[src/rtl/serial_add_ctrl_if.sv]
// ---------------------------------------------------------------------------
// serial_add_ctrl_if
// Job handshake and operand/result bus between an add-job requester and the
// bit-serial adder controller.
//
// Signals:
//   start  requester -> ctrl  job request, sampled only while idle
//   abort  requester -> ctrl  cancel a running job
//   a, b   requester -> ctrl  WIDTH-bit operands, captured on accepted start
//   cin    requester -> ctrl  carry-in, captured on accepted start
//   busy   ctrl -> requester  high while a job is running
//   done   ctrl -> requester  one-cycle pulse, result valid
//   sum    ctrl -> requester  registered WIDTH-bit result
//   cout   ctrl -> requester  registered carry-out, held with sum
//
// Modports: master = requester side, slave = controller side.
// ---------------------------------------------------------------------------
interface serial_add_ctrl_if #(
    parameter int WIDTH = 4
) ();
    logic             start;
    logic             abort;
    logic [WIDTH-1:0] a;
    logic [WIDTH-1:0] b;
    logic             cin;
    logic             busy;
    logic             done;
    logic [WIDTH-1:0] sum;
    logic             cout;

    modport master (
        output start, abort, a, b, cin,
        input  busy, done, sum, cout
    );

    modport slave (
        input  start, abort, a, b, cin,
        output busy, done, sum, cout
    );
endinterface

[src/rtl/serial_add_ctrl.sv]
// ---------------------------------------------------------------------------
// serial_add_ctrl
// Bit-serial adder controller. A single one-bit full-adder cell is stepped
// over WIDTH clock cycles, LSB first, to produce {cout, sum} = a + b + cin.
//
// Ports:
//   clk    rising-edge clock
//   rst_n  asynchronous active-low reset
//   bus    serial_add_ctrl_if.slave (start/abort/a/b/cin in,
//          busy/done/sum/cout out)
//
// Timing: start accepted at edge E0 -> busy between E0 and E(WIDTH),
// sum/cout updated at E(WIDTH), done high for the following cycle.
// Back-to-back jobs can issue every WIDTH+2 cycles.
// ---------------------------------------------------------------------------

// One-bit full-adder cell (shared datapath element).
module fulladder (
    input  logic a,
    input  logic b,
    input  logic c,
    output logic s,
    output logic co
);
    assign s  = a ^ b ^ c;
    assign co = (a & b) | (a & c) | (b & c);
endmodule

module serial_add_ctrl #(
    parameter int WIDTH = 4,
    parameter int CNT_W = $clog2(WIDTH)
) (
    input  logic               clk,
    input  logic               rst_n,
    serial_add_ctrl_if.slave   bus
);
    typedef enum logic [1:0] {
        ST_IDLE = 2'd0,
        ST_RUN  = 2'd1,
        ST_DONE = 2'd2
    } state_t;

    localparam logic [CNT_W-1:0] LAST_BIT = CNT_W'(WIDTH - 1);

    state_t           state_q;
    logic [WIDTH-1:0] a_sh_q;
    logic [WIDTH-1:0] b_sh_q;
    // Holds the WIDTH-1 sum bits produced before the current one; the
    // current bit from the cell completes the word on the final edge.
    logic [WIDTH-2:0] s_sh_q;
    logic             carry_q;
    logic [CNT_W-1:0] cnt_q;
    logic [WIDTH-1:0] sum_q;
    logic             cout_q;

    logic             fa_s;
    logic             fa_co;
    logic [WIDTH-1:0] s_cat;
    logic [WIDTH-2:0] s_sh_d;

    fulladder u_fa (
        .a  (a_sh_q[0]),
        .b  (b_sh_q[0]),
        .c  (carry_q),
        .s  (fa_s),
        .co (fa_co)
    );

    // New bit enters at the MSB; on the last edge this is the whole result.
    assign s_cat  = {fa_s, s_sh_q};
    assign s_sh_d = s_cat[WIDTH-1:1];

    always_ff @(posedge clk or negedge rst_n) begin
        if (!rst_n) begin
            state_q <= ST_IDLE;
            a_sh_q  <= '0;
            b_sh_q  <= '0;
            s_sh_q  <= '0;
            carry_q <= 1'b0;
            cnt_q   <= '0;
            sum_q   <= '0;
            cout_q  <= 1'b0;
        end else begin
            case (state_q)
                ST_IDLE: begin
                    // abort is meaningless here, so start alone decides.
                    if (bus.start) begin
                        a_sh_q  <= bus.a;
                        b_sh_q  <= bus.b;
                        carry_q <= bus.cin;
                        cnt_q   <= '0;
                        state_q <= ST_RUN;
                    end
                end
                ST_RUN: begin
                    // abort takes priority even on the final bit, so a
                    // cancelled job never touches sum/cout.
                    if (bus.abort) begin
                        state_q <= ST_IDLE;
                    end else begin
                        s_sh_q  <= s_sh_d;
                        carry_q <= fa_co;
                        a_sh_q  <= a_sh_q >> 1;
                        b_sh_q  <= b_sh_q >> 1;
                        cnt_q   <= cnt_q + 1'b1;
                        if (cnt_q == LAST_BIT) begin
                            sum_q   <= s_cat;
                            cout_q  <= fa_co;
                            state_q <= ST_DONE;
                        end
                    end
                end
                ST_DONE: begin
                    state_q <= ST_IDLE;
                end
                default: begin
                    state_q <= ST_IDLE;
                end
            endcase
        end
    end

    // Decoded straight from the state register: no combinational input path.
    assign bus.busy = (state_q == ST_RUN);
    assign bus.done = (state_q == ST_DONE);
    assign bus.sum  = sum_q;
    assign bus.cout = cout_q;
endmodule

[src/flat_wrapper.sv]
// flat-port wrapper written by rule: the top's interface ports become plain ports
module serial_add_ctrl_flat 
#(
    parameter int WIDTH = 4,
    parameter int CNT_W = $clog2(WIDTH)
)
  (clk, rst_n, bus_start, bus_abort, bus_a, bus_b, bus_cin, bus_busy, bus_done, bus_sum, bus_cout);
  serial_add_ctrl_if #(.WIDTH(WIDTH)) bus_i ();
  input  logic clk;
  input  logic rst_n;
  input wire logic [$bits(bus_i.start)-1:0] bus_start;
  input wire logic [$bits(bus_i.abort)-1:0] bus_abort;
  input wire logic [$bits(bus_i.a)-1:0] bus_a;
  input wire logic [$bits(bus_i.b)-1:0] bus_b;
  input wire logic [$bits(bus_i.cin)-1:0] bus_cin;
  output wire logic [$bits(bus_i.busy)-1:0] bus_busy;
  output wire logic [$bits(bus_i.done)-1:0] bus_done;
  output wire logic [$bits(bus_i.sum)-1:0] bus_sum;
  output wire logic [$bits(bus_i.cout)-1:0] bus_cout;
  assign bus_i.start = bus_start;
  assign bus_i.abort = bus_abort;
  assign bus_i.a = bus_a;
  assign bus_i.b = bus_b;
  assign bus_i.cin = bus_cin;
  assign bus_busy = bus_i.busy;
  assign bus_done = bus_i.done;
  assign bus_sum = bus_i.sum;
  assign bus_cout = bus_i.cout;
  serial_add_ctrl #(.WIDTH(WIDTH), .CNT_W(CNT_W)) u_core (.clk(clk), .rst_n(rst_n), .bus(bus_i));
endmodule
[config.mk]
export PLATFORM = sky130hd
export DESIGN_NAME = serial_add_ctrl_flat
export DESIGN_NICKNAME = d
export VERILOG_FILES = /design/src/rtl/serial_add_ctrl_if.sv /design/src/rtl/serial_add_ctrl.sv /design/src/flat_wrapper.sv
export SDC_FILE = /design/constraint.sdc
export NUM_CORES = 1
export LEC_CHECK = 0
export CAP_MARGIN = 20
export CELL_PAD_IN_SITES_DETAIL_PLACEMENT = 1
export CELL_PAD_IN_SITES_GLOBAL_PLACEMENT = 2
export CORE_MARGIN = 1
export CORE_UTILIZATION = 38
export CTS_BUF_LIST = sky130_fd_sc_hd__clkbuf_16
export DETAILED_ROUTE_END_ITERATION = 8
export GPL_TIMING_DRIVEN = 0
export PLACE_DENSITY = 0.87
export REMOVE_ABC_BUFFERS = 1
export SYNTH_ARGS = -nofsm -noshare
export SYNTH_HDL_FRONTEND = slang
export SYNTH_HIERARCHICAL = 1
export SYNTH_SLANG_ARGS = --single-unit
[constraint.sdc]
create_clock -name clk -period 2.3 [get_ports clk]
set_input_delay 0.46 -clock clk [delete_from_list [all_inputs] [get_ports clk]]
set_output_delay 0.46 -clock clk [all_outputs]
set_load 0.03 [all_outputs]
Yosys cells after proc, flatten, opt, wreduce, memory -nomap -nowiden

Index checks and enable logic that the tools add are counted.

Register bits after elaboration: 21
Bits in latches: 0
Memory bits (writable): 0
Bits in read-only memories: 0
Input port bits: 13
Output and inout port bits: 7
Logic and storage cells: 45
Memories: 0

Add/subtract/negate cells: 1
Multipliers: 0
Div/mod/pow operators: 0
$lt $le $gt $ge: 0
Equal/unequal tests: 6
Shifts and indexed selects: 0
Muxes and demuxes: 16
Bitwise gates (word level): 8
Reductions and logical operators: 6

Operators by type and width:

| cell                | count |
|---|---|
| $mux 4              | 4 |
| $pmux 4 s2          | 2 |
| $mux 2              | 5 |
| $pmux 2 s2          | 2 |
| $reduce_and 3->1    | 2 |
| $eq 2x2->1 const B  | 2 |
| $ne 2x2->1 const B  | 2 |
| $reduce_and 2->1    | 2 |
| $and 1x1->1         | 3 |
| $ne 3x2->1 const B  | 1 |
| $add 2x1->2 const B | 1 |
| $eq 2x1->1 const B  | 1 |
| $logic_not 2->1     | 1 |
| $mux 1              | 2 |
| $or 1x1->1          | 2 |
| $pmux 1 s2          | 1 |
| $reduce_bool 2->1   | 1 |
| $xor 1x1->1         | 2 |
| $not 1->1           | 1 |

Longest topological paths before layout

Word-level depth: 5
Mapped depth: 4
Mapped depth without buffers: 3

Cells and area by module

The synthesis kept the hierarchy.

Modules (own cells, without submodules):

| module          | times used | cells each | area an instance (um^2) | sequential area each (um^2) |
|---|---|---|---|---|
| serial_add_ctrl | 1          | 70         | 1048.5                  | 525.5 |
| fulladder       | 1          | 1          | 20.0                    | 0.0 |

Least setup slack after synthesis

OpenSTA, ideal clock, no wires.

Path type: input to register
Start point: input port bus_abort
End point: register u_core.cout_q (netlist: u_core/bus.cout)
Library setup time: 125 ps
Arrival time: 1343 ps
Data required time: 2175 ps
Setup slack: 832 ps
Stages on the path: 4
Buffers on the path: 1
Cells stage by stage: nor3b_2 and2_4 buf_8 mux2_4

Cells in the longest elaborated chain, start to end: 2

Ends and longest elaborated chain:

| what                       | RTL line               | source |
|---|---|---|
| start, declared            | flat_wrapper.sv:12     | `input wire logic [$bits(bus_i.abort)-1:0] bus_abort;` |
| $not 1->1 (no line)        | --                     |  |
| $reduce_and 3->1 (no line) | --                     |  |
| end signal, assigned       | serial_add_ctrl.sv:108 | `cout_q <= fa_co;` |
| end, declared              | serial_add_ctrl.sv:54  | `logic cout_q;` |

Every way passes these cells.
A chain may end at the register's enable or synchronous reset.

Worst setup path in the final report

Start point: register u_core.state_q[1]
End point: output port bus_done

Cells in the longest elaborated chain, start to end: 1

Ends and longest elaborated chain:

| what                   | RTL line               | source |
|---|---|---|
| start, declared        | serial_add_ctrl.sv:45  | `state_t state_q;` |
| start signal, assigned | serial_add_ctrl.sv:75  | `state_q <= ST_IDLE;` |
| start signal, assigned | serial_add_ctrl.sv:92  | `state_q <= ST_RUN;` |
| start signal, assigned | serial_add_ctrl.sv:99  | `state_q <= ST_IDLE;` |
| $eq 2x2->1             | serial_add_ctrl.sv:125 | `assign bus.done = (state_q == ST_DONE);` |
| end, declared          | flat_wrapper.sv:17     | `output wire logic [$bits(bus_i.done)-1:0] bus_done;` |

Every way passes these cells.

==> impl_summary.log <==
INFO  metric clk_latency_worst_skew_pair = 250 ps
INFO  metric synthToLayoutAreaGrowth = 28.9%
INFO  metric synth-warning-count = 6
INFO  metric layout-drive-gt1-share = 32.3%
INFO  metric finalSetupViolations = 0
INFO  metric wl_met2 = 877 microns
INFO  metric setup_tns = 0 ps
INFO  metric design.die.area = 0.00303 sq mm
INFO  metric status = finished clean
INFO  metric critPathArrivalTime = 1640 ps
INFO  metric grt-ovfl-total = 0
INFO  metric timing_worst_setup_path_type = flop to output pin
INFO  metric dp_cells = 118
INFO  metric placement_row_count = 18
INFO  metric antenna_found_initial = 0
INFO  metric clkSinkCount = 21
INFO  metric routabilityCongestion = 0.707
INFO  metric post_layout_instance_count_excluding_filler_cells = 123
INFO  metric worst_setup_path_startpoint = u_core/state_q[1]
INFO  metric pre_cts_slack = 27.7 ps
INFO  metric synth_cells = 71
INFO  metric postSynthAreaPerCell = 15.0 sq um
INFO  metric detail_route.wl_per_cell = 15.5 microns
INFO  metric whs_path_depth = 1
INFO  metric fmaxAchievable = 477 MHz
INFO  metric worstReg2RegStart = u_core/state_q[1]
INFO  metric place.port_buffers = 19
INFO  metric setup.worst_path.end_class = output pin
INFO  metric grt_pass1_wl = 3480 microns
INFO  metric synth_cell_type_count = 20
INFO  metric fp.dieW = 55.0 microns
INFO  metric post-route-min-period = 2100 ps
INFO  metric initialDrtViolationCount = 3
INFO  metric cts_tree = built
INFO  metric timing.critical_path.required = 1840 ps
INFO  metric clk_transition_reported_paths = 60 ps
INFO  metric critical_path.max_fanout = 7
INFO  metric ctsRootBufferMaster = sky130_fd_sc_hd__clkbuf_16
INFO  metric grt_util_all_layers = 17.0%
INFO  metric antenna-diode-count = 0
INFO  metric finalHoldViolations = 0
INFO  metric worst_slew_pin_slew = 427 ps
INFO  metric timing.reg2reg.worst_path_depth = 3
INFO  metric route.top_layer_used = met4
INFO  metric netlist_area = 0.00107 sq mm
INFO  metric route.met3.wl = 100 microns
INFO  metric cts_max_path_buffers = 2
INFO  metric timing.hold.worst.class = flop to flop
INFO  metric wirelength_met1 = 912 microns
INFO  metric number_of_buffers_created_by_cts = 3
INFO  metric layout.nets = 109
INFO  metric drt_pre_antenna_iters = 2
INFO  metric max-slew-margin-rel = 71.5%
INFO  metric pin_count_of_the_biggest_net_entering_global_routing = 22
INFO  metric core = 0.00257 sq mm
INFO  metric power.ir.vdd_worst = 0.759 mV
INFO  metric report.final.slew_viol_count = 0
INFO  metric mostFrequentLayoutCell = sky130_fd_sc_hd__dfrtp_1
INFO  metric floorplan.initialDensity = 41.6%
INFO  metric antenna_left = 0
INFO  metric power_density = 1240 mW/mm^2
INFO  metric sequential_share_of_the_synthesized_area = 49.2%
INFO  metric clock_skew = 1.99 ps
INFO  metric h_tree_level_count = 1
INFO  metric maxCapViolations = 0
INFO  metric hpwlAfterDp = 1330 microns
INFO  metric final.fill_count = 263
INFO  metric die_h = 55.0 microns
INFO  metric first_global_vias = 716
INFO  metric post-route-drc-count = 0
INFO  metric rsz0062_at_grt = no
INFO  metric leakagePower = 0.000642 uW
INFO  metric final_period_utilization = 91.2%
INFO  metric post_drt_via_cell_ratio = 4.97
INFO  metric mostFrequentLayoutCells = 21 x sky130_fd_sc_hd__dfrtp_1, 19 x sky130_fd_sc_hd__mux2_4, 18 x sky130_fd_sc_hd__clkdlybuf4s50_1
INFO  metric crit_end = bus_done
INFO  metric cts_hold_buffers = 0
INFO  metric worst_r2r_endpoint = u_core/bus.sum[0]
INFO  metric routed-via-count = 611
INFO  metric post_cts_setup_bufs = 0
INFO  metric io_pins = 20
INFO  metric postSynthRegisterBits = 21
INFO  metric setup.reg_to_reg.worst_slack = 660 ps
INFO  metric timing.final.ws_setup = 202 ps
INFO  metric routed_wl = 1900 microns
INFO  metric crit_path_start_kind = flop
state kept, by name, indices dropped and copies added (netlist names):
name             flops
u_core/a_sh_q        4
u_core/bus.cout      1
u_core/carry_q       1
u_core/bus.sum       4
u_core/b_sh_q        4
u_core/state_q       2
u_core/s_sh_q        3
u_core/cnt_q         2
worst min-delay path by stage:
stage          slack (ps)               end             from
6_report              490   u_core/cnt_q[0]  u_core/cnt_q[0]
3_5_place_dp          480   u_core/cnt_q[0]  u_core/cnt_q[0]
2_1_floorplan         160  u_core/a_sh_q[0]            rst_n
5_1_grt               530   u_core/cnt_q[0]  u_core/cnt_q[0]
4_1_cts               490   u_core/cnt_q[0]  u_core/cnt_q[0]
3_3_place_gp          470   u_core/cnt_q[0]  u_core/cnt_q[0]
cell usage after synthesis:
cell type | count | area share [%]
sky130_fd_sc_hd__nand2_1 | 3 | 1.1
sky130_fd_sc_hd__o21ai_0 | 3 | 1.4
sky130_fd_sc_hd__buf_6 | 1 | 1.1
sky130_fd_sc_hd__inv_1 | 2 | 0.70
sky130_fd_sc_hd__mux2_4 | 19 | 27
sky130_fd_sc_hd__and2b_1 | 3 | 2.1
sky130_fd_sc_hd__and2_4 | 1 | 0.82
sky130_fd_sc_hd__mux2i_1 | 2 | 1.9
sky130_fd_sc_hd__ha_1 | 1 | 1.2
sky130_fd_sc_hd__nor2b_1 | 2 | 1.2
sky130_fd_sc_hd__a21oi_1 | 2 | 0.94
sky130_fd_sc_hd__nand2b_1 | 2 | 1.2
sky130_fd_sc_hd__dfrtp_1 | 21 | 49
sky130_fd_sc_hd__a21o_1 | 1 | 0.70
sky130_fd_sc_hd__a21oi_4 | 1 | 1.5
sky130_fd_sc_hd__buf_8 | 1 | 1.4
sky130_fd_sc_hd__nor3b_2 | 1 | 1.2
sky130_fd_sc_hd__fa_1 | 1 | 1.9
sky130_fd_sc_hd__nor2b_2 | 1 | 0.82
sky130_fd_sc_hd__mux2_2 | 3 | 3.2
power by group:
| group | internal [uW] | total [uW] | switching (uW) |
|---|---|---|---|
| Clock | 232 | 361 | 130 |
| Sequential | 527 | 638 | 110 |
| Combinational | 427 | 712 | 285 |
kinds of logic (layout without fill, tap and decap cells):
group / Yosys count / count (layout) / synth area share [%]
mux: 24 / 24 / 31.7
flops: 21 / 21 / 49.2
simple gates: 13 / 13 / 8.31
compound gates: 7 / 7 / 4.57
buf+inv: 4 / 26 / 3.16
fa+ha+maj: 2 / 2 / 3.04
per-stage QoR:
step           instance area (sq um)  util (%)  total power, uW  hold slack, ps
6_report                        1380      53.7             1710             487
5_1_grt                         1380      53.7             1830             526
4_1_cts                         1350      52.7             1730             487
3_5_place_dp                    1270      49.5             1350             479
3_3_place_gp                    1270      49.5             1310             467
2_1_floorplan                   1040         -             1130             164
routing by layer:
layer / vias to the layer above / GRT usage (%)
li1: 285 / -
met5: - / 0
met4: 0 / 5.00
met2: 17 / 27.9
met3: 2 / 5.74
met1: 307 / 21.1
worst max-delay path, stage by stage (launching register included):
cell and delay [ps]:
sky130_fd_sc_hd__dfrtp_1 550, sky130_fd_sc_hd__and2b_1 180, sky130_fd_sc_hd__clkdlybuf4s50_1 660
area by class of cell:
cell class	instances	area [sq um]	area share (%)
well taps	30	37.5	2.72
clock inverters	1	3.75	0.272
inverters	2	7.51	0.545
flip-flops and latches	21	526	38.1
multi-input cells	46	514	37.3
clock buffers	3	75.1	5.45
repair buffers	20	214	15.5
timing repair:
item                                    CTS  global route
endpoints found under the hold margin     0             0
endpoints found under the setup margin    1             0
gates resized for setup                   2             0
Power figures use the tool's default switching activity.
